[src/rtl/taxi_eth_tx_tag_track_if.sv]
// AXI-Stream bundle shared by the TX tag tracker ports.
// src drives the payload and valid; snk drives ready.
interface taxi_axis_if #(
  parameter int DATA_W = 8,
  parameter int KEEP_W = 1,
  parameter int ID_W   = 8,
  parameter int USER_W = 1
);
  logic [DATA_W-1:0] tdata;
  logic [KEEP_W-1:0] tkeep;
  logic              tvalid;
  logic              tready;
  logic              tlast;
  logic [ID_W-1:0]   tid;
  logic [USER_W-1:0] tuser;

  modport src (output tdata, tkeep, tvalid, tlast, tid, tuser, input tready);
  modport snk (input tdata, tkeep, tvalid, tlast, tid, tuser, output tready);
endinterface

[src/rtl/taxi_eth_tx_tag_track.sv]
// Tags outgoing frames with a sequential hardware ID, remembers the host ID per tag,
// and maps MAC TX completions (tag + timestamp) back onto the host ID.
module taxi_eth_tx_tag_track #(
  parameter int DEPTH       = 16,
  parameter int ERR_USER_EN = 1
) (
  input  logic          clk,
  input  logic          rst,
  taxi_axis_if.snk      s_axis_tx,
  taxi_axis_if.src      m_axis_tx,
  taxi_axis_if.snk      s_axis_tx_cpl,
  taxi_axis_if.src      m_axis_tx_cpl,
  output logic [$clog2(DEPTH):0] stat_outstanding,
  output logic          err_tag_mismatch,
  output logic          err_unexpected_cpl
);
  localparam int TAG_W      = $clog2(DEPTH);
  localparam int ID_W_H     = s_axis_tx.ID_W;
  localparam int ID_W_M     = m_axis_tx.ID_W;
  localparam int TS_W       = m_axis_tx_cpl.DATA_W;
  localparam int CPL_USER_W = m_axis_tx_cpl.USER_W;

  logic [TAG_W-1:0]  head;
  logic [TAG_W-1:0]  tail;
  logic [TAG_W:0]    outstanding;
  logic              in_frame;
  logic [ID_W_H-1:0] id_table [DEPTH];

  logic              vld_p1;
  logic [TS_W-1:0]   cpl_data_p1;
  logic [ID_W_H-1:0] cpl_id_p1;
  logic              cpl_err_p1;

  logic go, tx_fire, alloc;
  logic cpl_ready, cpl_fire, retire, unexpected, mismatch;

  // Gate on the registered count only, so completions never reach tx ready combinationally.
  assign go      = in_frame || (outstanding != (TAG_W+1)'(DEPTH));
  assign tx_fire = s_axis_tx.tvalid && s_axis_tx.tready;
  assign alloc   = tx_fire && !in_frame;

  assign m_axis_tx.tvalid = s_axis_tx.tvalid && go;
  assign s_axis_tx.tready = m_axis_tx.tready && go;
  assign m_axis_tx.tdata  = s_axis_tx.tdata;
  assign m_axis_tx.tkeep  = s_axis_tx.tkeep;
  assign m_axis_tx.tlast  = s_axis_tx.tlast;
  assign m_axis_tx.tuser  = s_axis_tx.tuser;
  assign m_axis_tx.tid    = ID_W_M'(head);

  assign cpl_ready  = !vld_p1 || m_axis_tx_cpl.tready;
  assign cpl_fire   = s_axis_tx_cpl.tvalid && cpl_ready;
  assign retire     = cpl_fire && (outstanding != '0);
  assign unexpected = cpl_fire && (outstanding == '0);
  assign mismatch   = retire && (s_axis_tx_cpl.tid[TAG_W-1:0] != tail);

  assign s_axis_tx_cpl.tready = cpl_ready;

  always_ff @(posedge clk) begin
    if (alloc) begin
      id_table[head] <= s_axis_tx.tid;
    end
  end

  always_ff @(posedge clk) begin
    if (rst) begin
      head               <= '0;
      tail               <= '0;
      outstanding        <= '0;
      in_frame           <= 1'b0;
      err_tag_mismatch   <= 1'b0;
      err_unexpected_cpl <= 1'b0;
    end else begin
      if (tx_fire) begin
        in_frame <= !s_axis_tx.tlast;
        if (s_axis_tx.tlast) begin
          head <= head + 1'b1;
        end
      end
      if (retire) begin
        tail <= tail + 1'b1;
      end
      case ({alloc, retire})
        2'b10:   outstanding <= outstanding + 1'b1;
        2'b01:   outstanding <= outstanding - 1'b1;
        default: outstanding <= outstanding;
      endcase
      err_tag_mismatch   <= mismatch;
      err_unexpected_cpl <= unexpected;
    end
  end

  // Completion output stage: a mismatched tag still retires the tail entry.
  always_ff @(posedge clk) begin
    if (rst) begin
      vld_p1      <= 1'b0;
      cpl_data_p1 <= '0;
      cpl_id_p1   <= '0;
      cpl_err_p1  <= 1'b0;
    end else if (retire) begin
      vld_p1      <= 1'b1;
      cpl_data_p1 <= s_axis_tx_cpl.tdata;
      cpl_id_p1   <= id_table[tail];
      cpl_err_p1  <= mismatch;
    end else if (m_axis_tx_cpl.tready) begin
      vld_p1 <= 1'b0;
    end
  end

  assign m_axis_tx_cpl.tvalid = vld_p1;
  assign m_axis_tx_cpl.tdata  = cpl_data_p1;
  assign m_axis_tx_cpl.tid    = cpl_id_p1;
  assign m_axis_tx_cpl.tkeep  = '1;
  assign m_axis_tx_cpl.tlast  = 1'b1;
  assign m_axis_tx_cpl.tuser  = (ERR_USER_EN != 0) ? CPL_USER_W'(cpl_err_p1) : '0;

  assign stat_outstanding = outstanding;

  wire unused_cpl = ^{s_axis_tx_cpl.tkeep, s_axis_tx_cpl.tlast, s_axis_tx_cpl.tuser,
                      s_axis_tx_cpl.tid};
endmodule

[src/flat_wrapper.sv]
// flat-port wrapper written by rule: the top's interface ports become plain ports
module taxi_eth_tx_tag_track_flat 
#(
  parameter int DEPTH       = 16,
  parameter int ERR_USER_EN = 1
)
  (clk, rst, stat_outstanding, err_tag_mismatch, err_unexpected_cpl, s_axis_tx_tdata, s_axis_tx_tkeep, s_axis_tx_tvalid, s_axis_tx_tlast, s_axis_tx_tid, s_axis_tx_tuser, s_axis_tx_tready, m_axis_tx_tdata, m_axis_tx_tkeep, m_axis_tx_tvalid, m_axis_tx_tlast, m_axis_tx_tid, m_axis_tx_tuser, m_axis_tx_tready, s_axis_tx_cpl_tdata, s_axis_tx_cpl_tkeep, s_axis_tx_cpl_tvalid, s_axis_tx_cpl_tlast, s_axis_tx_cpl_tid, s_axis_tx_cpl_tuser, s_axis_tx_cpl_tready, m_axis_tx_cpl_tdata, m_axis_tx_cpl_tkeep, m_axis_tx_cpl_tvalid, m_axis_tx_cpl_tlast, m_axis_tx_cpl_tid, m_axis_tx_cpl_tuser, m_axis_tx_cpl_tready);
  taxi_axis_if #(.DATA_W(16), .KEEP_W(2), .ID_W(8), .USER_W(1)) s_axis_tx_i ();
  taxi_axis_if #(.DATA_W(16), .KEEP_W(2), .ID_W(8), .USER_W(1)) m_axis_tx_i ();
  taxi_axis_if #(.DATA_W(16), .KEEP_W(2), .ID_W(8), .USER_W(1)) s_axis_tx_cpl_i ();
  taxi_axis_if #(.DATA_W(16), .KEEP_W(2), .ID_W(8), .USER_W(1)) m_axis_tx_cpl_i ();
  input  logic clk;
  input  logic rst;
  output logic [$clog2(DEPTH):0] stat_outstanding;
  output logic err_tag_mismatch;
  output logic err_unexpected_cpl;
  input wire logic [$bits(s_axis_tx_i.tdata)-1:0] s_axis_tx_tdata;
  input wire logic [$bits(s_axis_tx_i.tkeep)-1:0] s_axis_tx_tkeep;
  input wire logic [$bits(s_axis_tx_i.tvalid)-1:0] s_axis_tx_tvalid;
  input wire logic [$bits(s_axis_tx_i.tlast)-1:0] s_axis_tx_tlast;
  input wire logic [$bits(s_axis_tx_i.tid)-1:0] s_axis_tx_tid;
  input wire logic [$bits(s_axis_tx_i.tuser)-1:0] s_axis_tx_tuser;
  output wire logic [$bits(s_axis_tx_i.tready)-1:0] s_axis_tx_tready;
  output wire logic [$bits(m_axis_tx_i.tdata)-1:0] m_axis_tx_tdata;
  output wire logic [$bits(m_axis_tx_i.tkeep)-1:0] m_axis_tx_tkeep;
  output wire logic [$bits(m_axis_tx_i.tvalid)-1:0] m_axis_tx_tvalid;
  output wire logic [$bits(m_axis_tx_i.tlast)-1:0] m_axis_tx_tlast;
  output wire logic [$bits(m_axis_tx_i.tid)-1:0] m_axis_tx_tid;
  output wire logic [$bits(m_axis_tx_i.tuser)-1:0] m_axis_tx_tuser;
  input wire logic [$bits(m_axis_tx_i.tready)-1:0] m_axis_tx_tready;
  input wire logic [$bits(s_axis_tx_cpl_i.tdata)-1:0] s_axis_tx_cpl_tdata;
  input wire logic [$bits(s_axis_tx_cpl_i.tkeep)-1:0] s_axis_tx_cpl_tkeep;
  input wire logic [$bits(s_axis_tx_cpl_i.tvalid)-1:0] s_axis_tx_cpl_tvalid;
  input wire logic [$bits(s_axis_tx_cpl_i.tlast)-1:0] s_axis_tx_cpl_tlast;
  input wire logic [$bits(s_axis_tx_cpl_i.tid)-1:0] s_axis_tx_cpl_tid;
  input wire logic [$bits(s_axis_tx_cpl_i.tuser)-1:0] s_axis_tx_cpl_tuser;
  output wire logic [$bits(s_axis_tx_cpl_i.tready)-1:0] s_axis_tx_cpl_tready;
  output wire logic [$bits(m_axis_tx_cpl_i.tdata)-1:0] m_axis_tx_cpl_tdata;
  output wire logic [$bits(m_axis_tx_cpl_i.tkeep)-1:0] m_axis_tx_cpl_tkeep;
  output wire logic [$bits(m_axis_tx_cpl_i.tvalid)-1:0] m_axis_tx_cpl_tvalid;
  output wire logic [$bits(m_axis_tx_cpl_i.tlast)-1:0] m_axis_tx_cpl_tlast;
  output wire logic [$bits(m_axis_tx_cpl_i.tid)-1:0] m_axis_tx_cpl_tid;
  output wire logic [$bits(m_axis_tx_cpl_i.tuser)-1:0] m_axis_tx_cpl_tuser;
  input wire logic [$bits(m_axis_tx_cpl_i.tready)-1:0] m_axis_tx_cpl_tready;
  assign s_axis_tx_i.tdata = s_axis_tx_tdata;
  assign s_axis_tx_i.tkeep = s_axis_tx_tkeep;
  assign s_axis_tx_i.tvalid = s_axis_tx_tvalid;
  assign s_axis_tx_i.tlast = s_axis_tx_tlast;
  assign s_axis_tx_i.tid = s_axis_tx_tid;
  assign s_axis_tx_i.tuser = s_axis_tx_tuser;
  assign s_axis_tx_tready = s_axis_tx_i.tready;
  assign m_axis_tx_tdata = m_axis_tx_i.tdata;
  assign m_axis_tx_tkeep = m_axis_tx_i.tkeep;
  assign m_axis_tx_tvalid = m_axis_tx_i.tvalid;
  assign m_axis_tx_tlast = m_axis_tx_i.tlast;
  assign m_axis_tx_tid = m_axis_tx_i.tid;
  assign m_axis_tx_tuser = m_axis_tx_i.tuser;
  assign m_axis_tx_i.tready = m_axis_tx_tready;
  assign s_axis_tx_cpl_i.tdata = s_axis_tx_cpl_tdata;
  assign s_axis_tx_cpl_i.tkeep = s_axis_tx_cpl_tkeep;
  assign s_axis_tx_cpl_i.tvalid = s_axis_tx_cpl_tvalid;
  assign s_axis_tx_cpl_i.tlast = s_axis_tx_cpl_tlast;
  assign s_axis_tx_cpl_i.tid = s_axis_tx_cpl_tid;
  assign s_axis_tx_cpl_i.tuser = s_axis_tx_cpl_tuser;
  assign s_axis_tx_cpl_tready = s_axis_tx_cpl_i.tready;
  assign m_axis_tx_cpl_tdata = m_axis_tx_cpl_i.tdata;
  assign m_axis_tx_cpl_tkeep = m_axis_tx_cpl_i.tkeep;
  assign m_axis_tx_cpl_tvalid = m_axis_tx_cpl_i.tvalid;
  assign m_axis_tx_cpl_tlast = m_axis_tx_cpl_i.tlast;
  assign m_axis_tx_cpl_tid = m_axis_tx_cpl_i.tid;
  assign m_axis_tx_cpl_tuser = m_axis_tx_cpl_i.tuser;
  assign m_axis_tx_cpl_i.tready = m_axis_tx_cpl_tready;
  taxi_eth_tx_tag_track #(.DEPTH(DEPTH), .ERR_USER_EN(ERR_USER_EN)) u_core (.clk(clk), .rst(rst), .s_axis_tx(s_axis_tx_i), .m_axis_tx(m_axis_tx_i), .s_axis_tx_cpl(s_axis_tx_cpl_i), .m_axis_tx_cpl(m_axis_tx_cpl_i), .stat_outstanding(stat_outstanding), .err_tag_mismatch(err_tag_mismatch), .err_unexpected_cpl(err_unexpected_cpl));
endmodule
[config.mk]
export PLATFORM = sky130hd
export DESIGN_NAME = taxi_eth_tx_tag_track_flat
export DESIGN_NICKNAME = d
export VERILOG_FILES = /design/src/rtl/taxi_eth_tx_tag_track_if.sv /design/src/rtl/taxi_eth_tx_tag_track.sv /design/src/flat_wrapper.sv
export SDC_FILE = /design/constraint.sdc
export NUM_CORES = 1
export LEC_CHECK = 0
export ABC_CLOCK_PERIOD_IN_PS = 6300
export BUFFER_PORTS_ARGS = -buffer_cell sky130_fd_sc_hd__buf_2
export CAP_MARGIN = 15
export CORE_UTILIZATION = 25
export CTS_BUF_LIST = sky130_fd_sc_hd__clkbuf_16
export DETAILED_ROUTE_END_ITERATION = 8
export GPL_ROUTABILITY_DRIVEN = 0
export SLEW_MARGIN = 20
export SYNTH_ARGS = -nofsm -noshare
export SYNTH_HDL_FRONTEND = slang
export SYNTH_SLANG_ARGS = --single-unit
[constraint.sdc]
create_clock -name clk -period 6.3 [get_ports clk]
set_input_delay 0.63 -clock clk [delete_from_list [all_inputs] [get_ports clk]]
set_output_delay 0.63 -clock clk [all_outputs]
set_load 0.01 [all_outputs]
==> flow_summary.ini <==
[timing]
rsz0062_at_grt = false
setup_viol = 0
skew_ns = 0.02663
slew_headroom = 0.3525
finalHoldViolCount = 0
setup_ws_ns = 2.426
max_freq_mhz = 258.1
fin_hold_ws_ns = 0.4483
finalCritPeriodShare = 0.6150
fin_crit_ns = 3.874
tns_ns = 0
slew_violations = 0
worst_pin_slew_ns = 0.9677

[worst_hold_path]
hold_path_class = in -> reg
min_from = s_axis_tx_cpl_tdata[2]
holdPathStages = 3
worstHoldEndpoint = u_core.m_axis_tx_cpl.tdata[2]

[yosys]
synth.distinct_cells = 49
synth_seq_area_share = 0.6539
synth-edff-count = 128
ys_warn_count = 0
synth_cells = 490
synth_area_mm2 = 0.007164
synthArstFlopShare = 0
synth_ff_type = edfxtp_1
avgSynthCellArea_um2 = 14.62
ys_ff_latch = 170

[detailed_routing]
drt_wl_total_um = 15300
via_per_inst = 4.285
firstDrtPassIters = 4
drtIter0Drc = 196
vias = 3981
drc_errors = 0
wl_per_cell_um = 16.46
drtAntennaViolNets = 0

[worst_setup_path]
cp_common_cell = ha_1
reg2reg_slack_ns = 2.43
cp_top_family = simple AND/OR/NAND/NOR gates
endpoint_kind = flop
path_cells = or4_4, o211ai_4, buf_4, inv_2, ha_1, xor2_1, ha_1, a21oi_1, or3_1, a31oi_1, mux2_2
required_ns = 6.61
path_buf_inv = 2
crit_arrival_ns = 4.18
slowest_stage = or4_4
slowest_delay_ns = 0.62
path_max_fanout = 30
reg2regPathDepth = 11
r2r_start = u_core.stat_outstanding[0]
cp-start-kind = flop
path_class = reg -> reg
r2r-end = u_core.stat_outstanding[4]

[power]
peakVddDrop_v = 0.0001786
power.share.clock = 0.339
combPwrFrac = 0.234
powerDensity_mw_per_mm2 = 383.4
p_seq_frac = 0.428
power_mw = 3.189
netSwitchingPower_mw = 1.040
swShare = 0.3260
power.leakage_nw = 2.785
p_int_mw = 2.149

[grt]
grt_max_degree = 49
grt_pass1_wl_um = 22980
antenna_found_initial = 2
grt_overflow = 0
grt_pass1_vias = 3868
track_usage = 0.1087

[cells_and_area]
stdcell_area_mm2 = 0.008318
finalNonFillerCells = 929
final_util = 0.2970
antennaDiodeCount = 0
regArea_mm2 = 0.004686
multi_input_area_mm2 = 0.002072
layout_common_cells = edfxtp_1 (128), buf_2 (75), dfxtp_1 (41)
drive_above_1_share = 0.3321
fin_nets = 608
synthToLayoutAreaGrowth_pct = 16.10
num-fill-cells = 2797
layout_commonest_cell = edfxtp_1

[clock_network]
cts.sinks = 170
tritoncts = done
post_cts_buffers = 0
holdBufCountCts = 0
clkLatencyLatePin_ns = 0.44
path_clk_slew_ns = 0.07
cts_resized = 0
htreeDepth = 4
cts-buffers-inserted = 17
cts-root-buf = clkbuf_16
cts_buffer_depth = 2

[floorplanning]
rows = 61
start_util = 0.2558
die_h_um = 171.3
core_area_mm2 = 0.02801
fp.dieW_um = 171.3
io_pins = 129
die_area_mm2 = 0.02934

[job]
cap_viol_max_count = 0

[status]
status = finished clean

[placement]
dp_slack_ns = 2.419
place_area_mm2 = 0.007685
io_buffers = 75
dp_hpwl_um = 9860
dp_cells = 897
[logic make-up (layout without fill, tap and decap cells)]
group / count (synthesis) / in the layout / share of synthesized area
buf+inv: 66 / 122 / 0.06025
simple gates: 104 / 104 / 0.07317
other cells: 2 / 7 / 0.001048
xor+xnor: 10 / 10 / 0.01223
compound gates: 82 / 82 / 0.08313
fa+ha+maj: 8 / 8 / 0.01397
mux: 48 / 48 / 0.1023
flops: 170 / 170 / 0.6539
[worst min-delay path, stage by stage]
cell and delay [ns]:
buf_2 0.09, nand2_1 0.06, a21oi_2 0.04
[flip-flops by register name, summed over array words and instances, names as in the netlist]
signal,flops
u_core.m_axis_tx_cpl.tvalid,1
u_core.in_frame,1
u_core.tail,4
u_core.stat_outstanding,5
u_core.m_axis_tx_cpl.tdata,16
u_core.m_axis_tx_cpl.tuser,1
u_core.head,4
u_core.err_tag_mismatch,1
u_core.id_table,128
u_core.err_unexpected_cpl,1
u_core.m_axis_tx_cpl.tid,8
[power by group through the flow]
stage | Sequential, mW | Combinational, mW | Clock (mW)
5_1_grt | 1.38 | 0.822 | 1.15
4_1_cts | 1.37 | 0.764 | 1.11
2_1_floorplan | 1.41 | 0.586 | 0
6_report | 1.36 | 0.745 | 1.08
3_3_place_gp | 1.38 | 0.755 | 0
3_5_place_dp | 1.39 | 0.760 | 0
[worst max-delay path by stage]
| stage | from | to | slack, ns | cells after the start |
|---|---|---|---|---|
| 4_1_cts | u_core.stat_outstanding[1] | u_core.stat_outstanding[4] | 2.40 | 11 |
| 3_3_place_gp | u_core.stat_outstanding[0] | u_core.stat_outstanding[4] | 2.42 | 11 |
| 6_report | u_core.stat_outstanding[0] | u_core.stat_outstanding[4] | 2.43 | 11 |
| 3_5_place_dp | u_core.stat_outstanding[2] | u_core.stat_outstanding[4] | 2.42 | 11 |
| 5_1_grt | u_core.stat_outstanding[2] | u_core.stat_outstanding[4] | 2.18 | 11 |
| 2_1_floorplan | u_core.stat_outstanding[1] | u_core.stat_outstanding[4] | 3.09 | 14 |
[final cells by class]
| cell class | count | share of cell area |
|---|---|---|
| flip-flops and latches | 170 | 0.5633 |
| inverters | 9 | 0.004061 |
| clock inverters | 15 | 0.02497 |
| multi-input cells | 259 | 0.2491 |
| well taps | 378 | 0.05686 |
| clock buffers | 17 | 0.05114 |
| repair buffers | 81 | 0.05054 |
[synth_stat cells (5+ instances only)]
library cell	count	area (um2)
edfxtp_1	128	3844
dfxtp_1	42	840.8
buf_4	27	202.7
mux2i_1	26	260.3
nor2_1	25	93.84
nand2_1	24	90.09
mux4_2	20	450.4
a21oi_2	19	166.4
nand2_2	17	106.4
o22ai_1	13	81.33
a22oi_1	12	90.09
a21oi_1	11	55.05
nor3_1	11	55.05
buf_2	10	50.05
clkbuf_1	9	33.78
ha_1	8	100.1
inv_1	8	30.03
o21ai_1	8	40.04
xor2_1	8	70.07
buf_6	5	56.30
nor2b_1	5	31.28
or3_1	5	31.28
[metal layers]
layer / global-route usage / part of all wire
met5: 0 / 0.0016
met4: 0.03921 / 0.0073
met3: 0.03313 / 0.062
met2: 0.1653 / 0.46
met1: 0.1452 / 0.47
Power figures use the tool's default switching activity.
